<file path="config.mk">
export PLATFORM = sky130hd
export DESIGN_NAME = ndma_write_mgr_flat
export DESIGN_NICKNAME = d
export VERILOG_FILES = /design/src/rtl/ndma_pkg.sv /design/src/rtl/obi_bus.sv /design/src/rtl/ndma_fifo.sv /design/src/rtl/ndma_write_mgr.sv /design/src/flat_wrapper.sv
export SDC_FILE = /design/constraint.sdc
export NUM_CORES = 1
export LEC_CHECK = 0
export ABC_AREA = 1
export CAP_MARGIN = 20
export CORE_MARGIN = 3
export CORE_UTILIZATION = 46
export DETAILED_ROUTE_END_ITERATION = 6
export PLACE_DENSITY_LB_ADDON = 0.15
export SLEW_MARGIN = 40
export SYNTH_ARGS = -nofsm -noshare
export SYNTH_HDL_FRONTEND = slang
export SYNTH_SLANG_ARGS = --single-unit
</file>
<file path="constraint.sdc">
create_clock -name clk_i -period 5 [get_ports clk_i]
set_input_delay 1.25 -clock clk_i [delete_from_list [all_inputs] [get_ports clk_i]]
set_output_delay 1.25 -clock clk_i [all_outputs]
set_load 0.02 [all_outputs]
</file>
<file path="src/rtl/ndma_pkg.sv">
// Shared widths, command record and write-FSM state encoding for the NDMA write path.
// Latency: n/a (types and constants only).
// Backpressure: n/a.
package ndma_pkg;

   localparam int ADDR_W = 32;
   localparam int DATA_W = 32;
   localparam int BE_W   = 4;

   // Write issue sequencer states.
   typedef enum logic [1:0] {
      ST_IDLE = 2'd0,
      ST_ADDR = 2'd1,
      ST_WAIT = 2'd2
   } wr_state_e;

   // One buffered write command, as accepted from the DMA core.
   typedef struct packed {
      logic [ADDR_W-1:0] addr;
      logic [DATA_W-1:0] wdata;
      logic [BE_W-1:0]   be;
   } cmd_t;

   localparam int CMD_W = $bits(cmd_t);

endpackage

</file>
<file path="src/rtl/obi_bus.sv">
// OBI request/response bundle with manager and subordinate views.
// Latency: n/a (wires only).
// Backpressure: req/gnt on the address phase, rvalid/rready on the response phase.
interface OBI_BUS;
   import ndma_pkg::*;

   // Address phase
   logic              req;
   logic              reqpar;
   logic              gnt;
   logic [ADDR_W-1:0] addr;
   logic              we;
   logic [BE_W-1:0]   be;
   logic [DATA_W-1:0] wdata;
   logic              aid;
   logic              a_optional;

   // Response phase
   logic              rvalid;
   logic              rready;
   logic              rreadypar;
   logic [DATA_W-1:0] rdata;
   logic              err;
   logic              rid;

   modport Manager (
      output req, reqpar, addr, we, be, wdata, aid, a_optional, rready, rreadypar,
      input  gnt, rvalid, rdata, err, rid
   );

   modport Subordinate (
      input  req, reqpar, addr, we, be, wdata, aid, a_optional, rready, rreadypar,
      output gnt, rvalid, rdata, err, rid
   );

endinterface

</file>
<file path="src/rtl/ndma_fifo.sv">
// Generic synchronous FIFO with first-word-fall-through head and occupancy count.
// Latency: a pushed word is visible at the head the cycle after the push.
// Backpressure: push ignored when full unless a pop happens in the same cycle.
module ndma_fifo #(
   parameter int WIDTH = 8,
   parameter int DEPTH = 2
) (
   input  logic                     clk_i,
   input  logic                     rst_i,
   input  logic                     push_i,
   input  logic [WIDTH-1:0]         push_dat_i,
   input  logic                     pop_i,
   output logic [WIDTH-1:0]         head_dat_o,
   output logic                     full_o,
   output logic                     empty_o,
   output logic [$clog2(DEPTH):0]   count_o
);

   localparam int AW = $clog2(DEPTH);
   localparam logic [AW:0] PTR_ONE = (AW+1)'(1);
   localparam logic [AW:0] DEPTH_C = (AW+1)'(DEPTH);

   logic [WIDTH-1:0] mem_q [DEPTH];
   logic [AW:0]      wr_ptr_q;
   logic [AW:0]      rd_ptr_q;
   logic             do_push;
   logic             do_pop;

   // Pointers carry one extra wrap bit so full and empty are distinguishable.
   assign count_o    = wr_ptr_q - rd_ptr_q;
   assign full_o     = (count_o == DEPTH_C);
   assign empty_o    = (count_o == '0);
   assign head_dat_o = mem_q[rd_ptr_q[AW-1:0]];

   assign do_pop  = pop_i && !empty_o;
   assign do_push = push_i && (!full_o || do_pop);

   // Advance read/write pointers.
   always_ff @(posedge clk_i) begin
      if (rst_i) begin
         wr_ptr_q <= '0;
         rd_ptr_q <= '0;
      end else begin
         if (do_push) wr_ptr_q <= wr_ptr_q + PTR_ONE;
         if (do_pop)  rd_ptr_q <= rd_ptr_q + PTR_ONE;
      end
   end

   // Storage array; contents need no reset since the pointers gate visibility.
   always_ff @(posedge clk_i) begin
      if (do_push) mem_q[wr_ptr_q[AW-1:0]] <= push_dat_i;
   end

endmodule

</file>
<file path="src/rtl/ndma_write_mgr.sv">
// Buffers DMA write commands and issues them as OBI writes, bounding writes awaiting response.
// Latency: command accepted in cycle N with empty buffer and idle sequencer -> req in cycle N+1.
// Backpressure: ready_o low while the buffer is full; issue stalls at MAX_OUT outstanding writes.
module ndma_write_mgr
   import ndma_pkg::*;
#(
   parameter int DEPTH   = 2,
   parameter int MAX_OUT = 2
) (
   input  logic              clk_i,
   input  logic              rst_i,
   input  logic              req_i,
   input  logic [ADDR_W-1:0] addr_i,
   input  logic [DATA_W-1:0] wdata_i,
   input  logic [BE_W-1:0]   be_i,
   output logic              ready_o,
   output logic              done_o,
   output logic              err_o,
   input  logic              err_clr_i,
   output logic              busy_o,
   OBI_BUS.Manager           write_mgr
);

   localparam int CNT_W = $clog2(DEPTH) + 1;
   localparam int OUT_W = $clog2(MAX_OUT + 1);
   localparam logic [CNT_W-1:0] CNT_ONE   = CNT_W'(1);
   localparam logic [OUT_W-1:0] OUT_ONE   = OUT_W'(1);
   localparam logic [OUT_W-1:0] MAX_OUT_C = OUT_W'(MAX_OUT);

   cmd_t             push_cmd;
   cmd_t             head_cmd;
   logic             fifo_full;
   logic             fifo_empty;
   logic [CNT_W-1:0] fifo_cnt;
   logic [CNT_W-1:0] fifo_cnt_nxt;

   logic             push;
   logic             pop;
   logic             rsp_acc;
   logic             more_cmds;
   logic             below_limit;

   wr_state_e        state_q;
   logic [OUT_W-1:0] out_q;
   logic [OUT_W-1:0] out_d;
   logic             err_q;
   logic             err_d;

   logic             unused_rsp;

   // ---------------------------------------------------------------
   // Command buffer
   // ---------------------------------------------------------------
   assign ready_o  = !fifo_full;
   assign push     = req_i && ready_o;
   assign push_cmd = '{addr: addr_i, wdata: wdata_i, be: be_i};

   ndma_fifo #(
      .WIDTH (CMD_W),
      .DEPTH (DEPTH)
   ) u_cmd_fifo (
      .clk_i      (clk_i),
      .rst_i      (rst_i),
      .push_i     (push),
      .push_dat_i (push_cmd),
      .pop_i      (pop),
      .head_dat_o (head_cmd),
      .full_o     (fifo_full),
      .empty_o    (fifo_empty),
      .count_o    (fifo_cnt)
   );

   // ---------------------------------------------------------------
   // Handshake events
   // ---------------------------------------------------------------
   // The head leaves the buffer on the address-phase handshake.
   assign pop = (state_q == ST_ADDR) && write_mgr.gnt;

   // Responses with nothing outstanding are stray and must not underflow the count.
   assign rsp_acc = write_mgr.rvalid && (out_q != '0);

   // Buffer occupancy after this cycle's push/pop; includes a same-cycle push so a
   // command arriving at an idle block is issued on the very next cycle.
   always_comb begin
      fifo_cnt_nxt = fifo_cnt;
      if (push) fifo_cnt_nxt = fifo_cnt_nxt + CNT_ONE;
      if (pop)  fifo_cnt_nxt = fifo_cnt_nxt - CNT_ONE;
   end

   // Outstanding-write count after this cycle; grant and response together cancel.
   always_comb begin
      out_d = out_q;
      if (pop && !rsp_acc) begin
         out_d = out_q + OUT_ONE;
      end else if (!pop && rsp_acc) begin
         out_d = out_q - OUT_ONE;
      end
   end

   assign more_cmds   = (fifo_cnt_nxt != '0);
   assign below_limit = (out_d < MAX_OUT_C);

   // Sticky error: a new error wins over a same-cycle clear.
   always_comb begin
      err_d = err_q;
      if (rsp_acc && write_mgr.err) begin
         err_d = 1'b1;
      end else if (err_clr_i) begin
         err_d = 1'b0;
      end
   end

   // Outstanding counter and error flag registers.
   always_ff @(posedge clk_i) begin
      if (rst_i) begin
         out_q <= '0;
         err_q <= 1'b0;
      end else begin
         out_q <= out_d;
         err_q <= err_d;
      end
   end

   // Issue sequencer: present the buffer head whenever the response window has room.
   always_ff @(posedge clk_i) begin
      if (rst_i) begin
         state_q <= ST_IDLE;
      end else begin
         case (state_q)
            ST_IDLE: begin
               if (more_cmds) state_q <= below_limit ? ST_ADDR : ST_WAIT;
            end
            ST_ADDR: begin
               if (pop) begin
                  if (!more_cmds) state_q <= ST_IDLE;
                  else            state_q <= below_limit ? ST_ADDR : ST_WAIT;
               end
            end
            ST_WAIT: begin
               if (below_limit) state_q <= more_cmds ? ST_ADDR : ST_IDLE;
            end
            default: state_q <= ST_IDLE;
         endcase
      end
   end

   // ---------------------------------------------------------------
   // OBI manager drive; payload comes straight from the buffer head,
   // which cannot move until the grant pops it.
   // ---------------------------------------------------------------
   assign write_mgr.req        = (state_q == ST_ADDR);
   assign write_mgr.addr       = head_cmd.addr;
   assign write_mgr.wdata      = head_cmd.wdata;
   assign write_mgr.be         = head_cmd.be;
   assign write_mgr.we         = 1'b1;
   assign write_mgr.reqpar     = 1'b0;
   assign write_mgr.aid        = 1'b0;
   assign write_mgr.a_optional = 1'b0;
   assign write_mgr.rready     = 1'b1;
   assign write_mgr.rreadypar  = 1'b0;

   // Write responses carry no data of interest.
   assign unused_rsp = ^{write_mgr.rdata, write_mgr.rid};

   // ---------------------------------------------------------------
   // Status
   // ---------------------------------------------------------------
   assign done_o = rsp_acc;
   assign err_o  = err_q;
   assign busy_o = !fifo_empty || (state_q != ST_IDLE) || (out_q != '0);

endmodule

</file>
<file path="src/flat_wrapper.sv">
// flat-port wrapper written by rule: the top's interface ports become plain ports
module ndma_write_mgr_flat import ndma_pkg::*;
#(
   parameter int DEPTH   = 2,
   parameter int MAX_OUT = 2
)
  (clk_i, rst_i, req_i, addr_i, wdata_i, be_i, ready_o, done_o, err_o, err_clr_i, busy_o, write_mgr_req, write_mgr_reqpar, write_mgr_addr, write_mgr_we, write_mgr_be, write_mgr_wdata, write_mgr_aid, write_mgr_a_optional, write_mgr_rready, write_mgr_rreadypar, write_mgr_gnt, write_mgr_rvalid, write_mgr_rdata, write_mgr_err, write_mgr_rid);
  OBI_BUS write_mgr_i ();
  input  logic clk_i;
  input  logic rst_i;
  input  logic req_i;
  input  logic [ADDR_W-1:0] addr_i;
  input  logic [DATA_W-1:0] wdata_i;
  input  logic [BE_W-1:0] be_i;
  output logic ready_o;
  output logic done_o;
  output logic err_o;
  input  logic err_clr_i;
  output logic busy_o;
  output wire logic [$bits(write_mgr_i.req)-1:0] write_mgr_req;
  output wire logic [$bits(write_mgr_i.reqpar)-1:0] write_mgr_reqpar;
  output wire logic [$bits(write_mgr_i.addr)-1:0] write_mgr_addr;
  output wire logic [$bits(write_mgr_i.we)-1:0] write_mgr_we;
  output wire logic [$bits(write_mgr_i.be)-1:0] write_mgr_be;
  output wire logic [$bits(write_mgr_i.wdata)-1:0] write_mgr_wdata;
  output wire logic [$bits(write_mgr_i.aid)-1:0] write_mgr_aid;
  output wire logic [$bits(write_mgr_i.a_optional)-1:0] write_mgr_a_optional;
  output wire logic [$bits(write_mgr_i.rready)-1:0] write_mgr_rready;
  output wire logic [$bits(write_mgr_i.rreadypar)-1:0] write_mgr_rreadypar;
  input wire logic [$bits(write_mgr_i.gnt)-1:0] write_mgr_gnt;
  input wire logic [$bits(write_mgr_i.rvalid)-1:0] write_mgr_rvalid;
  input wire logic [$bits(write_mgr_i.rdata)-1:0] write_mgr_rdata;
  input wire logic [$bits(write_mgr_i.err)-1:0] write_mgr_err;
  input wire logic [$bits(write_mgr_i.rid)-1:0] write_mgr_rid;
  assign write_mgr_req = write_mgr_i.req;
  assign write_mgr_reqpar = write_mgr_i.reqpar;
  assign write_mgr_addr = write_mgr_i.addr;
  assign write_mgr_we = write_mgr_i.we;
  assign write_mgr_be = write_mgr_i.be;
  assign write_mgr_wdata = write_mgr_i.wdata;
  assign write_mgr_aid = write_mgr_i.aid;
  assign write_mgr_a_optional = write_mgr_i.a_optional;
  assign write_mgr_rready = write_mgr_i.rready;
  assign write_mgr_rreadypar = write_mgr_i.rreadypar;
  assign write_mgr_i.gnt = write_mgr_gnt;
  assign write_mgr_i.rvalid = write_mgr_rvalid;
  assign write_mgr_i.rdata = write_mgr_rdata;
  assign write_mgr_i.err = write_mgr_err;
  assign write_mgr_i.rid = write_mgr_rid;
  ndma_write_mgr #(.DEPTH(DEPTH), .MAX_OUT(MAX_OUT)) u_core (.clk_i(clk_i), .rst_i(rst_i), .req_i(req_i), .addr_i(addr_i), .wdata_i(wdata_i), .be_i(be_i), .ready_o(ready_o), .done_o(done_o), .err_o(err_o), .err_clr_i(err_clr_i), .busy_o(busy_o), .write_mgr(write_mgr_i));
endmodule
</file>
==> flow_metrics.env <==
export IMPL_status="finished clean"
export IMPL_r2r_cells=6
export IMPL_ys_ff_latch=146
export IMPL_r2r_start="u_core.u_cmd_fifo.wr_ptr_q[0]"
export IMPL_htreeDepth=4
export IMPL_antenna_found_initial=0
export IMPL_reg2reg_slack_ps=2900
export IMPL_wl_um=10500
export IMPL_ant_nets=0
export IMPL_cp_arrival_ps=2510
export IMPL_cp_common_cell="clkdlybuf4s50_1"
export IMPL_fp_dieW_um=116
export IMPL_antenna_cells=0
export IMPL_worstHoldPathCells=2
export IMPL_initial_core_util=0.479
export IMPL_path_buf_inv=3
export IMPL_max_cap_violations=0
export IMPL_die_area_mm2=0.0135
export IMPL_finalCriticalPeriod_ps=3760
export IMPL_cts_buffers=17
export IMPL_p_leak_nw=2.74
export IMPL_irDropWorstVdd_mv=0.252
export IMPL_critPathMaxStageDelay_ps=610
export IMPL_tns_ps=0
export IMPL_ctsHoldBuffers=0
export IMPL_grt_setup_unrepaired="false"
export IMPL_rows=39
export IMPL_criticalPathCategory="primary input to output pin"
export IMPL_worst_pin_slew_ps=563
export IMPL_cts_resized=0
export IMPL_setup_viol=0
export IMPL_r2r_end="u_core.u_cmd_fifo.mem_q[0][54]"
export IMPL_drive_above_1_share=0.229
export IMPL_fin_worst_skew_ps=3.68
export IMPL_path_clk_slew_ps=60
export IMPL_avgViaCountPerCell=4.98
export IMPL_grt_pass1_wl_um=16000
export IMPL_portBuffers=147
export IMPL_yosysWarningCount=0
export IMPL_cp_endpoint="done_o"
export IMPL_drtPass1Iterations=4
export IMPL_grt_pass1_vias=3343
export IMPL_core_area_mm2=0.0117
export IMPL_multi_input_area_mm2=0.00115
export IMPL_cpLargestDelayFamily="buffers and inverters"
export IMPL_slew_headroom=0.625
export IMPL_seq_area_frac_synth=0.767
export IMPL_yosysUniqueCellTypes=24
export IMPL_syn_area_mm2=0.00558
export IMPL_avgSynthCellArea_um2=18.0
export IMPL_cts_tree="done"
export IMPL_fin_crit_sh=0.752
export IMPL_fillers=840
export IMPL_nNetsFinal=584
export IMPL_area_growth_pct=39.7
export IMPL_cts_buffer_depth=2
export IMPL_cts_setup_buffers=0
export IMPL_cts_root_buf="clkbuf_16"
export IMPL_cp_max_fo=3
export IMPL_register_area_mm2=0.00429
export IMPL_die_y_um=116
export IMPL_worstSetupStartpoint="write_mgr_rvalid"
export IMPL_hp_class="register to register"
export IMPL_wl_per_cell_um=16.7
export IMPL_drt_initial_drc_count=207
export IMPL_p_total_w=0.00311
export IMPL_power_density_mw_per_mm2=398
export IMPL_grt_usage=0.160
export IMPL_vias=3125
export IMPL_grt_max_degree=42
export IMPL_startpoint_type="primary input"
export IMPL_dp_hpwl_um=7060
export IMPL_io_pins=187
export IMPL_hold_violations=0
export IMPL_gp_congestion=0.764
export IMPL_drcViolationCount=0
export IMPL_grt_ovfl_total=0
export IMPL_max_freq_mhz=266
export IMPL_critPathCaptureType="output pin"
export IMPL_synth_cells=311
export IMPL_clkLatencyLatePin_ps=410
export IMPL_path_cells="clkdlybuf4s50_1 > nand2_1 > inv_1 > clkdlybuf4s50_1"
export IMPL_cpMaxStageDelayCell="clkdlybuf4s50_1"
export IMPL_cts_sinks=146
export IMPL_maxSlewViolCount=0
export IMPL_cp_num_cells=4
export IMPL_critical_path_required_ps=3750
==> cells in the final DEF (no fill, tap or decap) <==
cell type / Yosys / layout
clkinv_1: 0 / 4
o2111ai_1: 2 / 2
nand3_1: 4 / 4
nand2_4: 1 / 1
nor3b_1: 4 / 4
clkinv_4: 0 / 1
o21ai_0: 2 / 2
conb_1: 2 / 6
mux2_2: 68 / 68
edfxtp_1: 136 / 136
buf_4: 7 / 3
inv_1: 17 / 17
clkdlybuf4s50_1: 0 / 147
nor2_4: 2 / 3
buf_16: 0 / 1
nand2_1: 23 / 23
bufinv_16: 0 / 2
clkinv_2: 0 / 4
nand2_2: 3 / 3
clkbuf_1: 2 / 2
dfxtp_4: 0 / 1
nand3b_1: 1 / 1
buf_12: 0 / 2
clkinvlp_4: 0 / 2
clkbuf_16: 0 / 17
nand3_2: 2 / 2
nor3_1: 2 / 2
inv_2: 1 / 1
a21oi_1: 5 / 5
nor2_1: 7 / 6
ha_1: 4 / 4
dfxtp_1: 10 / 9
==> where the power goes <==
group	leakage, nW	internal, W	switching, W
clock network	0.266	0.000722	0.000448
logic	1.12	0.000246	0.000234
registers	1.35	0.00143	0.0000285
==> synthesized netlist by cell type <==
cell type  instances  area share
nor2_4             2      0.0040
inv_1             17       0.011
o21ai_0            2      0.0018
nand2_2            3      0.0034
nand2_1           23       0.015
edfxtp_1         136        0.73
ha_1               4      0.0090
inv_2              1     0.00067
nor2_1             7      0.0047
buf_6              2      0.0040
buf_4              7      0.0094
conb_1             2      0.0013
clkbuf_1           2      0.0013
nor3_1             2      0.0018
nand3_2            2      0.0036
o2111ai_1          2      0.0031
nand2_4            1      0.0020
a21oi_1            5      0.0045
mux2_2            68        0.14
buf_2              4      0.0036
dfxtp_1           10       0.036
nor3b_1            4      0.0054
nand3_1            4      0.0036
nand3b_1           1      0.0013
==> through the flow <==
stage | cell area [µm²] | setup slack [ps] | utilization | std cells | hold WS (ps)
2_1_floorplan | 5600 | 345 | - | 315 | 450
3_3_place_gp | 7200 | 1270 | 0.617 | 594 | 455
3_5_place_dp | 7250 | 1240 | 0.621 | 596 | 458
4_1_cts | 7800 | 1230 | 0.669 | 628 | 466
5_1_grt | 7800 | 1170 | 0.669 | 628 | 490
6_report | 7800 | 1240 | 0.669 | 628 | 461
==> worst reg2reg max path: cells and delay by family, from the launching register on <==
family	cells	cell delay, ps
AND/OR/NAND/NOR	3	630
flip-flops	1	400
buffers and inverters	2	410
adder cells (fa/ha/maj)	1	360
==> flip-flops by register name, indices dropped and copies added (netlist names), named ones only <==
register	flops
u_core.err_o	1
u_core.u_cmd_fifo.mem_q	136
u_core.u_cmd_fifo.rd_ptr_q	2
u_core.out_q	2
u_core.u_cmd_fifo.wr_ptr_q	2
u_core.state_q	2
==> cell families (layout without fill, tap and decap cells) <==
kind of cell    after synthesis  count (layout)  synth area share
compound gates                9               9           0.00941
fa+ha+maj                     4               4           0.00896
mux                          68              68             0.137
other cells                   2               6           0.00135
flops                       146             146             0.767
buf+inv                      33             203            0.0305
simple gates                 49              49            0.0453
==> worst min-delay path by stage <==
stage                         start               to  slack [ps]
floorplan           u_core.out_q[0]  u_core.out_q[0]         450
global placement       u_core.err_o     u_core.err_o         450
detailed placement     u_core.err_o     u_core.err_o         460
CTS                    u_core.err_o     u_core.err_o         470
global route           u_core.err_o     u_core.err_o         490
finish                 u_core.err_o     u_core.err_o         460
==> per-layer routing <==
| metal | routed length, µm | global-route usage | part of all wire | vias up |
|---|---|---|---|---|
| li1 | - | - | - | 1475 |
| met1 | 4250 | 0.181 | 0.40 | 1512 |
| met2 | 5130 | 0.265 | 0.49 | 118 |
| met3 | 910 | 0.0668 | 0.087 | 20 |
| met4 | 217 | 0.0750 | 0.021 | 0 |
| met5 | 0 | 0 | 0 | - |
==> area by class of cell <==
class	count	share of cell area
inverter	18	0.00866
clock buffer	19	0.0555
timing repair buffer	153	0.200
multi-input combinational	136	0.148
clock inverter	13	0.0152
tap	143	0.0229
sequential	146	0.550
No activity file was read; power rests on OpenSTA's default activity.
